<file path="src/rtl/mc_ctrl_pkg.sv">
// rtl/mc_ctrl_pkg.sv - states, opcodes, select encodings and per-state control decode for mc_control_unit
package mc_ctrl_pkg;

   typedef enum logic [4:0] {
      S_RESET,
      S_FETCH,
      S_FETCH_WAIT,
      S_DECODE,
      S_EXEC_R,
      S_WB_R,
      S_ADDI,
      S_WB_I,
      S_JR,
      S_ADDR,
      S_LW_MEM,
      S_LW_WAIT,
      S_LW_WB,
      S_SW_MEM,
      S_BRANCH,
      S_JUMP,
      S_JAL,
      S_EXC_OPC,
      S_EXC_OVF,
      S_EXC_WAIT,
      S_EXC_LOAD
   } state_e;

   localparam logic [5:0] OP_RTYPE = 6'h00;
   localparam logic [5:0] OP_J     = 6'h02;
   localparam logic [5:0] OP_JAL   = 6'h03;
   localparam logic [5:0] OP_BEQ   = 6'h04;
   localparam logic [5:0] OP_BNE   = 6'h05;
   localparam logic [5:0] OP_ADDI  = 6'h08;
   localparam logic [5:0] OP_LW    = 6'h23;
   localparam logic [5:0] OP_SW    = 6'h2B;

   localparam logic [5:0] FN_JR    = 6'h08;
   localparam logic [5:0] FN_ADD   = 6'h20;
   localparam logic [5:0] FN_SUB   = 6'h22;
   localparam logic [5:0] FN_AND   = 6'h24;

   localparam logic [2:0] IORD_PC      = 3'd0;
   localparam logic [2:0] IORD_ALUOUT  = 3'd1;
   localparam logic [2:0] IORD_EXC_OPC = 3'd2;
   localparam logic [2:0] IORD_EXC_OVF = 3'd3;
   localparam logic [2:0] IORD_C255    = 3'd4;

   localparam logic [1:0] RDST_RT = 2'd0;
   localparam logic [1:0] RDST_RD = 2'd1;
   localparam logic [1:0] RDST_31 = 2'd2;
   localparam logic [1:0] RDST_SP = 2'd3;

   localparam logic [2:0] M2R_ALUOUT = 3'd0;
   localparam logic [2:0] M2R_MDR    = 3'd1;
   localparam logic [2:0] M2R_C227   = 3'd2;
   localparam logic [2:0] M2R_PC     = 3'd3;

   localparam logic       SRCA_PC = 1'b0;
   localparam logic       SRCA_A  = 1'b1;

   localparam logic [1:0] SRCB_B      = 2'd0;
   localparam logic [1:0] SRCB_FOUR   = 2'd1;
   localparam logic [1:0] SRCB_IMM    = 2'd2;
   localparam logic [1:0] SRCB_IMM_SH = 2'd3;

   localparam logic [2:0] ALU_PASSA = 3'b000;
   localparam logic [2:0] ALU_ADD   = 3'b001;
   localparam logic [2:0] ALU_SUB   = 3'b010;
   localparam logic [2:0] ALU_AND   = 3'b011;

   localparam logic [2:0] PCS_ALU      = 3'd0;
   localparam logic [2:0] PCS_ALUOUT   = 3'd1;
   localparam logic [2:0] PCS_JUMP     = 3'd2;
   localparam logic [2:0] PCS_A        = 3'd3;
   localparam logic [2:0] PCS_MDR_BYTE = 3'd4;

   typedef struct packed {
      logic       pc_write;
      logic       pc_write_cond;
      logic       mem_write;
      logic       ir_write;
      logic       reg_write;
      logic       ab_write;
      logic       alu_out_write;
      logic       mdr_write;
      logic       epc_write;
      logic [2:0] iord;
      logic [1:0] reg_dst;
      logic [2:0] mem_to_reg;
      logic       alu_src_a;
      logic [1:0] alu_src_b;
      logic [2:0] alu_op;
      logic [2:0] pc_source;
      logic [1:0] branch_ctrl;
   } ctl_t;

   // R-type ALU operation; only add/sub/and ever reach EXEC_R
   function automatic logic [2:0] funct_alu_op(logic [5:0] funct);
      case (funct)
         FN_SUB:  return ALU_SUB;
         FN_AND:  return ALU_AND;
         default: return ALU_ADD;
      endcase
   endfunction

   // Control word for a state; last marks the final wait count, held_iord keeps the exception vector
   function automatic ctl_t ctl_for(state_e s, logic last, logic br_ne,
                                    logic [2:0] r_alu_op, logic [2:0] held_iord);
      ctl_t c;
      c = '0;
      case (s)
         S_RESET: begin
            c.reg_write  = 1'b1;
            c.reg_dst    = RDST_SP;
            c.mem_to_reg = M2R_C227;
         end
         S_FETCH: c.iord = IORD_PC;
         S_FETCH_WAIT: begin
            c.iord = IORD_PC;
            if (last) begin
               c.ir_write  = 1'b1;
               c.pc_write  = 1'b1;
               c.alu_src_a = SRCA_PC;
               c.alu_src_b = SRCB_FOUR;
               c.alu_op    = ALU_ADD;
               c.pc_source = PCS_ALU;
            end
         end
         S_DECODE: begin
            c.ab_write      = 1'b1;
            c.alu_out_write = 1'b1;
            c.alu_src_a     = SRCA_PC;
            c.alu_src_b     = SRCB_IMM_SH;
            c.alu_op        = ALU_ADD;
         end
         S_EXEC_R: begin
            c.alu_src_a     = SRCA_A;
            c.alu_src_b     = SRCB_B;
            c.alu_op        = r_alu_op;
            c.alu_out_write = 1'b1;
         end
         S_WB_R: begin
            c.reg_write  = 1'b1;
            c.reg_dst    = RDST_RD;
            c.mem_to_reg = M2R_ALUOUT;
         end
         S_ADDI, S_ADDR: begin
            c.alu_src_a     = SRCA_A;
            c.alu_src_b     = SRCB_IMM;
            c.alu_op        = ALU_ADD;
            c.alu_out_write = 1'b1;
         end
         S_WB_I: begin
            c.reg_write  = 1'b1;
            c.reg_dst    = RDST_RT;
            c.mem_to_reg = M2R_ALUOUT;
         end
         S_JR: begin
            c.pc_source = PCS_A;
            c.pc_write  = 1'b1;
         end
         S_LW_MEM: c.iord = IORD_ALUOUT;
         S_LW_WAIT: begin
            c.iord      = IORD_ALUOUT;
            c.mdr_write = last;
         end
         S_LW_WB: begin
            c.reg_write  = 1'b1;
            c.reg_dst    = RDST_RT;
            c.mem_to_reg = M2R_MDR;
         end
         S_SW_MEM: begin
            c.iord      = IORD_ALUOUT;
            c.mem_write = 1'b1;
         end
         S_BRANCH: begin
            c.alu_src_a     = SRCA_A;
            c.alu_src_b     = SRCB_B;
            c.alu_op        = ALU_SUB;
            c.pc_source     = PCS_ALUOUT;
            c.pc_write_cond = 1'b1;
            c.branch_ctrl   = {1'b0, br_ne};
         end
         S_JUMP: begin
            c.pc_source = PCS_JUMP;
            c.pc_write  = 1'b1;
         end
         S_JAL: begin
            c.pc_source  = PCS_JUMP;
            c.pc_write   = 1'b1;
            c.reg_write  = 1'b1;
            c.reg_dst    = RDST_31;
            c.mem_to_reg = M2R_PC;
         end
         S_EXC_OPC, S_EXC_OVF: begin
            c.alu_src_a = SRCA_PC;
            c.alu_src_b = SRCB_FOUR;
            c.alu_op    = ALU_SUB;
            c.epc_write = 1'b1;
            c.iord      = (s == S_EXC_OVF) ? IORD_EXC_OVF : IORD_EXC_OPC;
         end
         S_EXC_WAIT: begin
            c.iord      = held_iord;
            c.mdr_write = last;
         end
         S_EXC_LOAD: begin
            c.pc_source = PCS_MDR_BYTE;
            c.pc_write  = 1'b1;
         end
         default: c = '0;
      endcase
      return c;
   endfunction

endpackage

</file>
<file path="src/rtl/mc_wait_counter.sv">
// rtl/mc_wait_counter.sv - memory wait-state down counter with last-cycle flags
module mc_wait_counter #(
   parameter int MEM_WAIT_CYCLES = 1
) (
   input  logic clk_i,
   input  logic clear_i,
   input  logic load_i,
   input  logic dec_i,
   output logic last_o,
   output logic last_next_o
);

   localparam int CW = $clog2(MEM_WAIT_CYCLES + 1);

   logic [CW-1:0] count_q;
   logic [CW-1:0] count_d;

   // Clear wins over load, load over decrement; the count parks at zero
   always_comb begin
      count_d = count_q;
      if (clear_i) begin
         count_d = '0;
      end else if (load_i) begin
         count_d = CW'(MEM_WAIT_CYCLES);
      end else if (dec_i && (count_q != '0)) begin
         count_d = count_q - CW'(1);
      end
   end

   // Count register
   always_ff @(posedge clk_i) begin
      count_q <= count_d;
   end

   // last_next_o lets the FSM register outputs for the cycle that will be final
   assign last_o      = (count_q == CW'(1));
   assign last_next_o = (count_d == CW'(1));

endmodule

</file>
<file path="src/rtl/mc_control_unit.sv">
// rtl/mc_control_unit.sv - multicycle MIPS Moore control FSM; OVERFLOW_EXC_EN enables overflow exceptions
module mc_control_unit #(
   parameter int MEM_WAIT_CYCLES = 1
) (
   input  logic       clock,
   input  logic       reset,
   input  logic [5:0] opcode_i,
   input  logic [5:0] funct_i,
   input  logic       overflow_i,
   input  logic       zero_i,
   output logic       pc_write_o,
   output logic       pc_write_cond_o,
   output logic       mem_write_o,
   output logic       ir_write_o,
   output logic       reg_write_o,
   output logic       ab_write_o,
   output logic       alu_out_write_o,
   output logic       mdr_write_o,
   output logic       epc_write_o,
   output logic [2:0] iord_o,
   output logic [1:0] reg_dst_o,
   output logic [2:0] mem_to_reg_o,
   output logic       alu_src_a_o,
   output logic [1:0] alu_src_b_o,
   output logic [2:0] alu_op_o,
   output logic [2:0] pc_source_o,
   output logic [1:0] branch_ctrl_o
);

   import mc_ctrl_pkg::*;

   state_e state_q;
   state_e state_d;
   ctl_t   ctl_q;
   logic   cnt_load;
   logic   cnt_dec;
   logic   cnt_last;
   logic   cnt_last_next;
   logic   unused_inputs;

   // Branch resolution happens in the datapath; overflow is only consulted when exceptions are built in
   assign unused_inputs = ^{zero_i, overflow_i};

   mc_wait_counter #(
      .MEM_WAIT_CYCLES(MEM_WAIT_CYCLES)
   ) u_wait (
      .clk_i      (clock),
      .clear_i    (~reset),
      .load_i     (cnt_load),
      .dec_i      (cnt_dec),
      .last_o     (cnt_last),
      .last_next_o(cnt_last_next)
   );

   // Memory-access states arm the counter; wait states consume it
   always_comb begin
      cnt_load = (state_q == S_FETCH) || (state_q == S_LW_MEM) ||
                 (state_q == S_EXC_OPC) || (state_q == S_EXC_OVF);
      cnt_dec  = (state_q == S_FETCH_WAIT) || (state_q == S_LW_WAIT) ||
                 (state_q == S_EXC_WAIT);
   end

   // Next-state selection, including opcode/funct dispatch out of DECODE
   always_comb begin
      state_d = state_q;
      case (state_q)
         S_RESET:      state_d = S_FETCH;
         S_FETCH:      state_d = S_FETCH_WAIT;
         S_FETCH_WAIT: if (cnt_last) state_d = S_DECODE;
         S_DECODE: begin
            case (opcode_i)
               OP_RTYPE: begin
                  case (funct_i)
                     FN_ADD, FN_SUB, FN_AND: state_d = S_EXEC_R;
                     FN_JR:                  state_d = S_JR;
                     default:                state_d = S_EXC_OPC;
                  endcase
               end
               OP_ADDI:       state_d = S_ADDI;
               OP_LW, OP_SW:  state_d = S_ADDR;
               OP_BEQ, OP_BNE: state_d = S_BRANCH;
               OP_J:          state_d = S_JUMP;
               OP_JAL:        state_d = S_JAL;
               default:       state_d = S_EXC_OPC;
            endcase
         end
`ifdef OVERFLOW_EXC_EN
         S_EXEC_R: state_d = (overflow_i && (funct_i != FN_AND)) ? S_EXC_OVF : S_WB_R;
         S_ADDI:   state_d = overflow_i ? S_EXC_OVF : S_WB_I;
`else
         S_EXEC_R: state_d = S_WB_R;
         S_ADDI:   state_d = S_WB_I;
`endif
         S_ADDR:     state_d = (opcode_i == OP_LW) ? S_LW_MEM : S_SW_MEM;
         S_LW_MEM:   state_d = S_LW_WAIT;
         S_LW_WAIT:  if (cnt_last) state_d = S_LW_WB;
         S_EXC_OPC,
         S_EXC_OVF:  state_d = S_EXC_WAIT;
         S_EXC_WAIT: if (cnt_last) state_d = S_EXC_LOAD;
         S_WB_R, S_WB_I, S_JR, S_LW_WB, S_SW_MEM,
         S_BRANCH, S_JUMP, S_JAL, S_EXC_LOAD: state_d = S_FETCH;
         default:    state_d = S_RESET;
      endcase
   end

   // State and registered Moore outputs; the control word is decoded from the state being entered
   always_ff @(posedge clock) begin
      if (!reset) begin
         state_q <= S_RESET;
         ctl_q   <= ctl_for(S_RESET, 1'b0, 1'b0, ALU_PASSA, IORD_PC);
      end else begin
         state_q <= state_d;
         ctl_q   <= ctl_for(state_d, cnt_last_next, opcode_i[0],
                            funct_alu_op(funct_i), ctl_q.iord);
      end
   end

   assign pc_write_o      = ctl_q.pc_write;
   assign pc_write_cond_o = ctl_q.pc_write_cond;
   assign mem_write_o     = ctl_q.mem_write;
   assign ir_write_o      = ctl_q.ir_write;
   assign reg_write_o     = ctl_q.reg_write;
   assign ab_write_o      = ctl_q.ab_write;
   assign alu_out_write_o = ctl_q.alu_out_write;
   assign mdr_write_o     = ctl_q.mdr_write;
   assign epc_write_o     = ctl_q.epc_write;
   assign iord_o          = ctl_q.iord;
   assign reg_dst_o       = ctl_q.reg_dst;
   assign mem_to_reg_o    = ctl_q.mem_to_reg;
   assign alu_src_a_o     = ctl_q.alu_src_a;
   assign alu_src_b_o     = ctl_q.alu_src_b;
   assign alu_op_o        = ctl_q.alu_op;
   assign pc_source_o     = ctl_q.pc_source;
   assign branch_ctrl_o   = ctl_q.branch_ctrl;

endmodule

</file>
<file path="config.mk">
export PLATFORM = sky130hd
export DESIGN_NAME = mc_control_unit
export DESIGN_NICKNAME = d
export VERILOG_FILES = /design/src/rtl/mc_ctrl_pkg.sv /design/src/rtl/mc_wait_counter.sv /design/src/rtl/mc_control_unit.sv
export SDC_FILE = /design/constraint.sdc
export NUM_CORES = 1
export LEC_CHECK = 0
export CORE_MARGIN = 2
export CORE_UTILIZATION = 48
export DETAILED_ROUTE_END_ITERATION = 12
export PLACE_DENSITY = 0.84
export SYNTH_ARGS = -nofsm -noshare
export SYNTH_HDL_FRONTEND = slang
export SYNTH_SLANG_ARGS = --single-unit
</file>
<file path="constraint.sdc">
create_clock -name clock -period 3.1 [get_ports clock]
set_input_delay 0.31 -clock clock [delete_from_list [all_inputs] [get_ports clock]]
set_output_delay 0.31 -clock clock [all_outputs]
set_load 0.05 [all_outputs]
</file>
==> impl_summary.md, run 1 <==
Status
The run finished with clean final reports.

Detailed routing
Summed over all layers, the routed wires come to about 3800 um. The first detailed-routing pass took 4 iterations. For this run, design rule violations remaining after detail routing come to 0.

The antenna violation net count after detailed routing is 0. In this run, the number of DRC markers left after iteration 0 of detailed routing was a little over 80. The per-cell routed wire length is 13.1 um.

The via count is roughly 1600. Using the TritonRoute via totals, the vias-per-cell ratio works out to 5.50.

Global routing
The via count of the first global-routing pass is 1475. The initial antenna violation count came to 0. The overall overflow remaining after global route is 0.

The first global-routing pass estimated 6600 um of wire. Entering global routing, the biggest net connects 24 pins. The overall fraction of global-route tracks in use is 20.5%.

Cells and area
The repair_antennas step left the layout with diodes totalling 0. The area added between synthesis and finish is 27.2%. For this run, the number of standard cells in the final layout without fillers is 289.

The fraction of the core area covered by cells at the end of the flow is 64.1%. The count of filler cells inserted in the layout is 307. The area of the multi-input gates is 962 sq um. The final layout net count is 259.

The share of layout cells above drive strength 1 is approximately 17%. With fillers left out, the area of the finished cells amounts to approximately 2200 sq um. Registers take approximately 580 sq um.

CTS
The CTS sink count is 29. Post-CTS repair changed the size of 0 cells. The number of setup buffers added after CTS is 0.

The number of buffers added to fix hold violations after cts is 0. The library cell used as clock root buffer is clkbuf_4. In this run the number of H-tree levels came out at 2. The total CTS buffers is 5.

The clock reaches the later pin of the worst-skew pair after roughly 330 ps. TritonCTS built the clock tree. No sink is reached through more buffers than the 2 on the longest clock path. The register clock-pin slew on the reported worst setup and hold paths is approximately 80 ps.

Timing
Setup repair after global routing left no endpoint under its margin. The final worst-path setup slack is approximately 420 ps. The tightest hold path in the finished design has a slack of 538 ps.

The worst setup skew after layout is between 5 and 6 ps. The transition at the pin with the smallest max-transition slack is roughly 600 ps. The hold violation total from the final report is 0. The max-slew violation count is 0.

The timing-limited maximum frequency is 373 MHz. The clock period minus worst slack is 2680 ps. Setup violations remaining at the end of the flow were counted as 0. Headroom to the max-slew limit came out at approximately 60%.

Summed over all failing endpoints, the final setup total negative slack is 0 ps. The fraction of the cycle the final worst path needs is 86.5%.

Power and ir drop
The maximum VDD drop is 0.394 mV. The total power after layout is about 1.2 mW. In this run the power density over the cells is 552 nW/um^2.

The static power due to leakage is 0.814 nW.

Logic synthesis
Counting flops and latches in the post-synthesis netlist gives 29. Summing the areas of all and, or, nand and nor instances in the mapped netlist gives between 30% and 40% of the synthesized area. For this run, asynchronously set or reset flops after synthesis account for 0%. The area share of the leading cell type in the synthesized netlist is 34.2%. The cell type with the highest aggregate area in the netlist is dfxtp_1.

Counting flops with a built-in enable in the synthesized netlist gives 0. The post-synthesis instance area is 1700 sq um. After synthesis, the largest family of logic cells by area is simple AND/OR/NAND/NOR gates. The average instance area after synthesis is 8.52 sq um.

The portion of the post-synthesis area used by sequential elements is 34.2%. The count of distinct cell types in the synthesized netlist is 66. Ranked by total cell area, the synthesized netlist is headed by dfxtp_1, nand2_1, a21oi_1.

The proportion of synthesized area in mux cells is less than 1%. The post-synthesis share of cell area spent on xor and xnor gates is under 10%. Summing the areas of all fa, ha and maj instances in the mapped netlist gives 0% of the synthesized area. The most used flip-flop cell after synthesis is dfxtp_1. The count of warnings emitted by yosys is 0. The synthesized instance count is 199. The synthesized netlist devotes 21.2% of its cell area to compound gates.

Critical path
Along the worst path, the maximum fanout reaches 4. Data on the critical path is required at its endpoint by between 3000 and 4000 ps. The worst setup path is launched from a primary input. The signal arrival time at the worst endpoint is 2900 ps. The type of the worst setup path is primary input to flop. The worst setup path is captured at a flop.

Die
The area of the placeable core is 3360 sq um. The floorplan step defined a die boundary enclosing 4020 sq um. between 40 and 50 I/O pins were placed. The number of cell rows is 21. The vertical extent of the die is 63.4 um.

From left edge to right edge, the die measures 63.4 um. The effective utilization at floorplan is 50.4%.

Place
After detailed placement, the total cell area comes to approximately 2100 sq um. At the end of routability-driven placement, the weighted congestion stood at 0.864. The placement-stage worst setup slack is 69.0 ps. The number of placed instances with taps included is 282. Input and output buffers added on the ports amount to 37. The HPWL after detailed placement is 2830 um.

Job
The number of max-cap violations is 0.

Hold path
The path category of the worst min-delay check is flop to flop.
-- routing by layer --
metal | vias to the layer above | track usage (%) | routed length (um)
li1 | 800 | - | -
met1 | 725 | 26.6 | 1670
met2 | 58 | 32.6 | 1850
met3 | 6 | 5.00 | 211
met4 | 0 | 8.42 | 43
met5 | - | 0 | 0
-- cell usage after synthesis, drive strengths merged (3+ instances only) --
library cell	instances
a21oi	12
and2	10
and3	3
buf	8
clkbuf	7
dfxtp	29
inv	9
nand2	15
nand2b	4
nand3	5
nor2	14
nor2b	3
nor3	6
nor3b	4
nor4	4
nor4b	4
o21a	4
o21ai	5
o31a	4
or2	4
or3	5
or4	3
-- worst paths after layout --
kind               startpoint     endpoint  slack [ps]  cells after the start
setup reg to reg   state_q[3]  alu_op_o[0]         500                      8
hold reg to reg     iord_o[1]    iord_o[1]         540                      2
hold / removal      iord_o[1]    iord_o[1]         540                      2
setup / recovery  opcode_i[1]  alu_op_o[0]         420                      9
-- layout make-up --
| type | instances | share of cell area [%] |
|---|---|---|
| Clock buffer | 7 | 2.55 |
| Multi-Input combinational cell | 148 | 44.6 |
| Inverter | 9 | 1.57 |
| Tap cell | 46 | 2.67 |
| Timing Repair Buffer | 50 | 21.7 |
| Sequential cell | 29 | 26.9 |
-- flip-flops by register name, summed over array words and instances, names as in the netlist --
register         count
state_q              5
pc_source_o          3
alu_op_o             2
alu_src_b_o          2
iord_o               2
reg_dst_o            2
ab_write_o           1
alu_out_write_o      1
alu_src_a_o          1
branch_ctrl_o        1
epc_write_o          1
ir_write_o           1
mdr_write_o          1
mem_to_reg_o         1
mem_write_o          1
pc_write_cond_o      1
pc_write_o           1
reg_write_o          1
u_wait.last_o        1
-- cells in the final DEF (no fill, tap or decap), drive strengths merged, types with 2 or more instances in the layout --
| master | instances |
|---|---|
| dfxtp | 29 |
| nor3b | 4 |
| or2b | 2 |
| a31oi | 2 |
| a22oi | 2 |
| clkbuf | 7 |
| or3b | 2 |
| o21a | 4 |
| o31a | 4 |
| a311oi | 2 |
| inv | 9 |
| nand2 | 15 |
| nor2b | 3 |
| nor3 | 6 |
| and2 | 10 |
| o311ai | 2 |
| a21oi | 12 |
| nor4b | 4 |
| nand2b | 4 |
| nor2 | 14 |
| or4 | 3 |
| nor4 | 4 |
| or3 | 5 |
| nand3 | 5 |
| or2 | 4 |
| o21ai | 5 |
| and3 | 3 |
| clkdlybuf4s50 | 37 |
| conb | 4 |
| buf | 13 |
| and2b | 2 |
-- logic make-up after synthesis --
kind of cell | after synthesis
other | 1
buffers and inverters | 25
xor gates and xnor gates | 2
muxes | 1
DFF | 29
AOI/OAI and AO/OA | 48
and+or+nand+nor | 93
-- critical path: stages --
cell	delay [ps]
clkdlybuf4s50_1	420
or4_1	540
or2_0	240
o31a_1	350
a21oi_4	210
or4_1	180
nor2_2	50
a311o_1	320
o31a_1	300
-- power breakdown --
| group | internal, mW | switching, mW | leakage [nW] |
|---|---|---|---|
| combinational | 0.205 | 0.306 | 0.547 |
| sequential | 0.410 | 0.0419 | 0.236 |
| clock | 0.107 | 0.121 | 0.0314 |
| total | 0.722 | 0.470 | 0.814 |
No activity file was read; power rests on OpenSTA's default activity.
==> run 2, diff against run 1 <==
Settings changed: CORE_ASPECT_RATIO set to 1.25, GPL_TIMING_DRIVEN set to 0.
==> run 2 against run 1 <==
  * Sequential power shrank 4.4%
  * Core utilization grew 1.9 points
  * Clock power grew 51%
  * Sequential cell count is the same
  * Combinational power grew 12%
  * Via count grew 4.8%
  * Register-to-register slack lost 210 ps
  * Wire length grew 10%
  * Sequential share of layout area shrank 1.2 points
  * Count of clock-buffer cells in the layout is the same
  * Cell count shrank 0.35%
  * Critical path type unchanged
==> impl_summary.md, run 2 (synthesis gave the netlist of run 1 again) <==
CTS
The clock tree from TritonCTS is yes. The buffer levels on the longest clock path is 2. The CTS sink count is 29. The insertion delay to the later sink of the worst-skew pair is 290 ps. The maximum level of the CTS H-tree is 2. The library cell used as clock root buffer is clkbuf_8. Clock-pin slew was measured on the worst setup and hold paths at 60 ps. The total CTS buffers is 5.

The number of buffers added to fix hold violations after cts is 0.

Die
The area of the placeable core is 3420 sq um. The boundary pin count is between 40 and 50. In this run the core area contains 24 standard-cell rows. The effective utilization at floorplan is 49.5%. The vertical extent of the die is a little over 70 um. The die extent in x is roughly 57 um. The die footprint is 4030 sq um.

Detailed routing
The per-cell routed wire length is 14.5 um. The via count is between 1500 and 2000. Once detail routing completed, the nets flagged for antenna violations numbered 0. The first TritonRoute pass finished after 4 iterations.

The overall routed net length is around 4200 um. In the routed layout, each cell is associated on average with a via count of 5.78. For this run, design rule violations remaining after detail routing come to 0.

The violation count after the first detailed-route iteration is 64.

Critical path
Walking the worst path, the cells encountered are clkdlybuf4s50_1 > and4bb_2 > a311oi_1 > o21bai_1 > or4_1 > buf_6 > nor2_2 > a311o_1 > o31a_1. The type of the worst setup path is primary input to flop. On the critical path, the stage with the largest delay is an instance of clkdlybuf4s50_1. STA classifies the critical path startpoint as a primary input. The first element of the critical path is opcode_i[2]. Along the worst path, the maximum fanout reaches 8. For the worst setup path, the data arrival time is 3030 ps. In this run the worst setup path terminates at alu_op_o[0]. The critical register-to-register path startpoint is state_q[2]. In this run the register-to-register setup slack is 290 ps. The worst register-to-register path ends at alu_op_o[0]. The depth of the worst register-to-register path is 9.

The data required time of the critical path is approximately 3300 ps. The kind of end point of the critical path is a flop. In this design, the stage delay of the slowest critical-path cell is 600 ps.

Global routing
The via count of the first global-routing pass is 1465. The initial antenna violation count came to 0. The overall fraction of global-route tracks in use is about 22%. The global-route wire length before repair is 6840 um. Global routing finished with a remaining overflow of 0. The largest net degree at the start of global routing is 11.

Cells and area
The most common cell after layout, fill and taps aside is clkdlybuf4s50_1. The sequential cells in the finished layout cover a total of roughly 580 sq um. The area growth from synthesis to layout is 33.4%. The post-layout instance area is 2260 sq um. The flip-flop count of the largest register, all copies and words added is 5.

The count of placed standard cells in the final layout, fillers left out is 288. The register ranked first by flip-flop count is state_q. Of the cells placed in the final design, the portion with a size suffix greater than 1 is 17.7%. The antenna diode count is 0. In the layout the commonest cells are clkdlybuf4s50_1, dfxtp_1, nand2_1, nor2_1, a21oi_1. The final layout net count is 264.

The area of the multi-input gates is between 900 and 1000 sq um. The fraction of the core area covered by cells at the end of the flow is 66.0%. The count of filler cells inserted in the layout is about 280.

Power and ir drop
The total power after layout is ~1.3 mW. Of the total power, combinational logic draws 42.5%. The internal portion of the total power is ~0.84 mW.

The clock network is responsible for 25.6% of the overall power. In this run the power density over the cells is slightly below 600 nW/um^2. Net switching is a little under two fifths of the power. The switching power total is 0.513 mW. Sequential cells account for 32.0% of the total power. For this design the static power due to leakage is between 0.8 and 0.9 nW. The maximum VDD drop is 0.533 mV.

Timing
The transition at the pin with the smallest max-transition slack is between 600 and 700 ps. The max-slew violation count is 0. In the post-route analysis, the smallest setup slack over all paths is roughly 250 ps. The smallest clock period supported by the final layout is computed as 2850 ps. The hold violation total from the final report came to 0.

Setup repair after global routing left no endpoint under its margin. Clock skew on the completed layout was measured at around 6.2 ps. The worst pin sits at a relative slew slack of 57.1%.

The total negative slack is 0 ps. The final count of negative-setup-slack endpoints is 0. The worst hold-check slack is ~400 ps.

In the finished design, the share of the clock period the worst path needs comes to 92.0%. The timing-limited maximum frequency is 350 MHz.

Hold path
The path class of the tightest hold or removal check is primary input to flop.

Job
The number of max-cap violations is 0.

Place
The placed wire-length estimate after detailed placement is ~3000 um. The number of port buffers is 37. Routability-driven placement finished with a final weighted congestion of 0.898.

After detailed placement, the design holds a cell count of 278. After detailed placement, the total cell area comes to 2130 sq um. The placement-stage worst setup slack is -254 ps.

Status
The flow ran to the end, and the final reports show no timing, DRC or antenna violations.
==> run 2: layout make-up <==
cell class	instances	area share [%]
Clock buffer	7	4.26
Buffer	16	5.76
Sequential cell	29	25.7
Timing Repair Buffer	39	17.3
Multi-Input combinational cell	148	43.2
Inverter	9	1.49
Tap cell	39	2.16
Clock inverter	1	0.221
==> run 2: critical path, delay by kind of cell <==
family | cells | cell delay (ps)
and+or+nand+nor | 3 | 540
buffers and inverters | 2 | 730
AOI/OAI and AO/OA | 4 | 1450
==> run 2: worst min path at each step <==
stage	endpoint	from	slack, ps	cells after the start
finish	branch_ctrl_o[0]	opcode_i[0]	410	3
global route	branch_ctrl_o[0]	opcode_i[0]	430	3
detailed placement	iord_o[1]	iord_o[1]	530	2
CTS	iord_o[1]	iord_o[1]	540	2
global placement	iord_o[1]	iord_o[1]	520	2
floorplan	branch_ctrl_o[0]	opcode_i[0]	430	2
==> run 2: power groups by stage <==
stage               registers, mW  clock network, mW  logic [mW]
floorplan                   0.517                  0       0.321
global placement            0.437                  0       0.540
detailed placement          0.438                  0       0.547
CTS                         0.430              0.347       0.548
global route                0.435              0.365       0.606
finish                      0.431              0.345       0.573
==> run 2: layer usage <==
metal	global-route usage (%)	part of all wire, %
met3	7.78	5.6
met2	35.6	51
met5	0	0
met1	26.6	42
met4	7.49	2.1
==> run 2: what timing repair did <==
action | in CTS | in global routing
hold endpoints to repair | 0 | 0
setup endpoints to repair | 0 | 3
gates resized for setup | 0 | 4
buffers inserted | 0 | 2
==> run 3, diff against run 2 <==
Settings changed: CORE_ASPECT_RATIO 1.25 to unset, CTS_CLUSTER_SIZE set to 8, MAX_ROUTING_LAYER set to met4.
==> run 3 against run 2 <==
  * Critical path depth rose by 1
  * Maximum frequency fell by 3.6%
  * Worst setup slack got worse by 110 ps
  * Critical endpoint unchanged
==> impl_summary.md, run 3 (synthesis gave the netlist of run 1 again) <==
Status
The flow ran to the end, and the final reports show no timing, DRC or antenna violations.

Die
The die footprint is about 4000 sq um. The floorplan step defined a core boundary enclosing 3360 sq um. The boundary pin count is 44. The die extent in x is 63.4 um.

The number of cell rows is 21. The vertical extent of the die is about 63 um. The effective utilization at floorplan is roughly half.

Power and ir drop
Of the total power, the clock network draws between 15 and 20%. For this design the total switching power over the nets is 0.491 mW. The share of power burned in registers is 35.4%.

The analysis attributes to cell leakage a power of 0.839 nW. VDD sags by at most between 0.3 and 0.4 mV. The internal power is slightly above 0.7 mW. The switching part of the total power is just over 40%. Dividing total power by cell area gives a power density of 549 nW/um^2. The combinational fraction of design power is between 40% and 50%.

Cells and area
The final layout net count is 264. The fraction of the core area covered by cells at the end of the flow is ~66%. 0 antenna diodes ended up in the layout. The area added between synthesis and finish is 30.3%.

After filler insertion, the fill cell instance count of the layout stands at 317. The most common cell after layout, fill and taps aside is clkdlybuf4s50_1. The register ranked first by flip-flop count is state_q. In the final layout, the share of cells above drive strength 1 is 16.9%. The flip-flop count of the largest register, all copies and words added is 5. In the layout the commonest cells are clkdlybuf4s50_1, dfxtp_1, nand2_1, nor2_1, a21oi_1.

Global routing
The overall fraction of global-route tracks in use is 22.7%. The initial antenna violation count is 0. The global-route wire length before repair is 7160 um. The largest net degree at the start of global routing is 11. The via count of the first global-routing pass is around 1600. The overall overflow remaining after global route is 0.

CTS
The library cell used as clock root buffer is clkbuf_4. No sink is reached through more buffers than the 2 on the longest clock path. The clock tree from TritonCTS is yes. For the worst-skew pair, the clock arrives at the later sink with an insertion delay of about 320 ps.

The register clock-pin slew on the reported worst setup and hold paths is 90 ps. The clock net in this run drives a total of 29 sinks. The total CTS buffers is 5. In this run the number of H-tree levels came out at 2.

Critical path
STA classifies the critical path endpoint as a flop. The type of the worst setup path is primary input to flop. Along the worst path, the maximum fanout reaches 8. The data required time of the critical path is 3310 ps. The signal arrival time at the worst endpoint is between 3000 and 4000 ps.

The category of the worst setup path launch point is a primary input.

Detailed routing
The per-cell routed wire length is 14.0 um. The DRC violation count after routing is 0. The number of iterations in the first detailed-routing pass is 4. The via count is 1648. In the routed layout, each cell is associated on average with a via count of 5.59. The violation count after the first detailed-route iteration is 160.

The antenna violation net count after detailed routing is 0. Wires add up to 4120 um.

Timing
The total negative slack is 0 ps. The worst-case headroom to the max-slew limit is 54.1%. The max-slew violation count was 0. Setup repair after global routing left no endpoint under its margin.

Dividing the final minimum period by the clock period gives 95.5%. Derived from the worst setup path, the maximum achievable clock frequency is 338 MHz. Across the routed clock network, the largest skew measured is 4.88 ps. Setup slack on the critical path of the routed design comes to 140 ps. The hold violation total from the final report is 0.

The final count of negative-setup-slack endpoints is 0. For the pin with the worst max-slew slack, the measured transition is 688 ps. The clock period minus worst slack is 2960 ps.

Job
The number of max-cap violations is 0.

Place
OpenSTA, run right after detailed placement, puts the worst setup slack at -253 ps. The placed wire-length estimate after detailed placement is 3140 um. The final weighted congestion in routability-driven placement is 0.907. Buffers placed on the I/O ports in this run total 37.

Hold path
The min-delay analysis places its worst path in the category flop to flop.
[run 3: changes by cell type in the layout (fill, tap and decap cells not counted)]
cell / previous run / this run
clkbuf_4: 0 / 5
clkbuf_8: 10 / 3
clkinv_2: 1 / 2
clkdlybuf4s50_1: 35 / 37
nor3b_1: 3 / 4
clkbuf_1: 4 / 5
dlymetal6s2s_1: 2 / 0
nor3b_2: 1 / 0
[run 3: critical path: stages]
cell and delay [ps]:
clkdlybuf4s50_1 530, or4_1 560, or2_0 240, o31a_1 350
a21oi_4 200, or4_1 160, buf_6 120, nor2_2 40
a311o_1 340, o31a_1 310
[run 3: worst paths after layout]
| kind | depth (start not counted) | end | from | slack [ps] |
|---|---|---|---|---|
| worst max-delay path | 10 | alu_op_o[0] | opcode_i[0] | 140 |
| worst min-delay path | 2 | iord_o[1] | iord_o[1] | 550 |
| worst min register to register | 2 | iord_o[1] | iord_o[1] | 550 |
| worst max register to register | 9 | alu_op_o[0] | state_q[2] | 290 |
[run 3: power groups by stage]
stage          logic, mW  registers (mW)  clock network, mW
5_1_grt            0.610           0.434              0.233
3_5_place_dp       0.548           0.438                  0
2_1_floorplan      0.321           0.517                  0
6_report           0.570           0.429              0.213
4_1_cts            0.548           0.429              0.213
3_3_place_gp       0.543           0.437                  0
[run 3: timing repair]
item                                    in CTS  in global routing
resized for setup                            0                  1
endpoints found under the setup margin       0                  3
hold buffers                                 0                  0
buffers inserted                             0                  2
[run 3: layout make-up]
cell class | count | area (sq um) | share of cell area [%]
sequential | 29 | 581 | 26.3
inverter | 9 | 33.8 | 1.53
multi-input combinational | 148 | 971 | 43.9
clock inverter | 2 | 10.0 | 0.453
clock buffer | 6 | 41.3 | 1.87
timing repair buffer | 39 | 385 | 17.4
tap | 46 | 57.6 | 2.60
buffer | 16 | 130 | 5.89
[run 3: metrics by stage]
| stage | hold WS (ps) | instance area, sq um | power, mW | std cells |
|---|---|---|---|---|
| 6_report | 553 | 2210 | 1.21 | 295 |
| 5_1_grt | 572 | 2210 | 1.28 | 295 |
| 4_1_cts | 558 | 2190 | 1.19 | 293 |
| 3_5_place_dp | 530 | 2130 | 0.986 | 285 |
| 3_3_place_gp | 518 | 2130 | 0.980 | 285 |
| 2_1_floorplan | 430 | 1710 | 0.837 | 202 |
[run 3: routing by layer]
layer  track usage, %  wire, um
met2             37.1      2010
met3             4.64       226
met5                -         0
met1             29.0      1860
met4             5.16        25
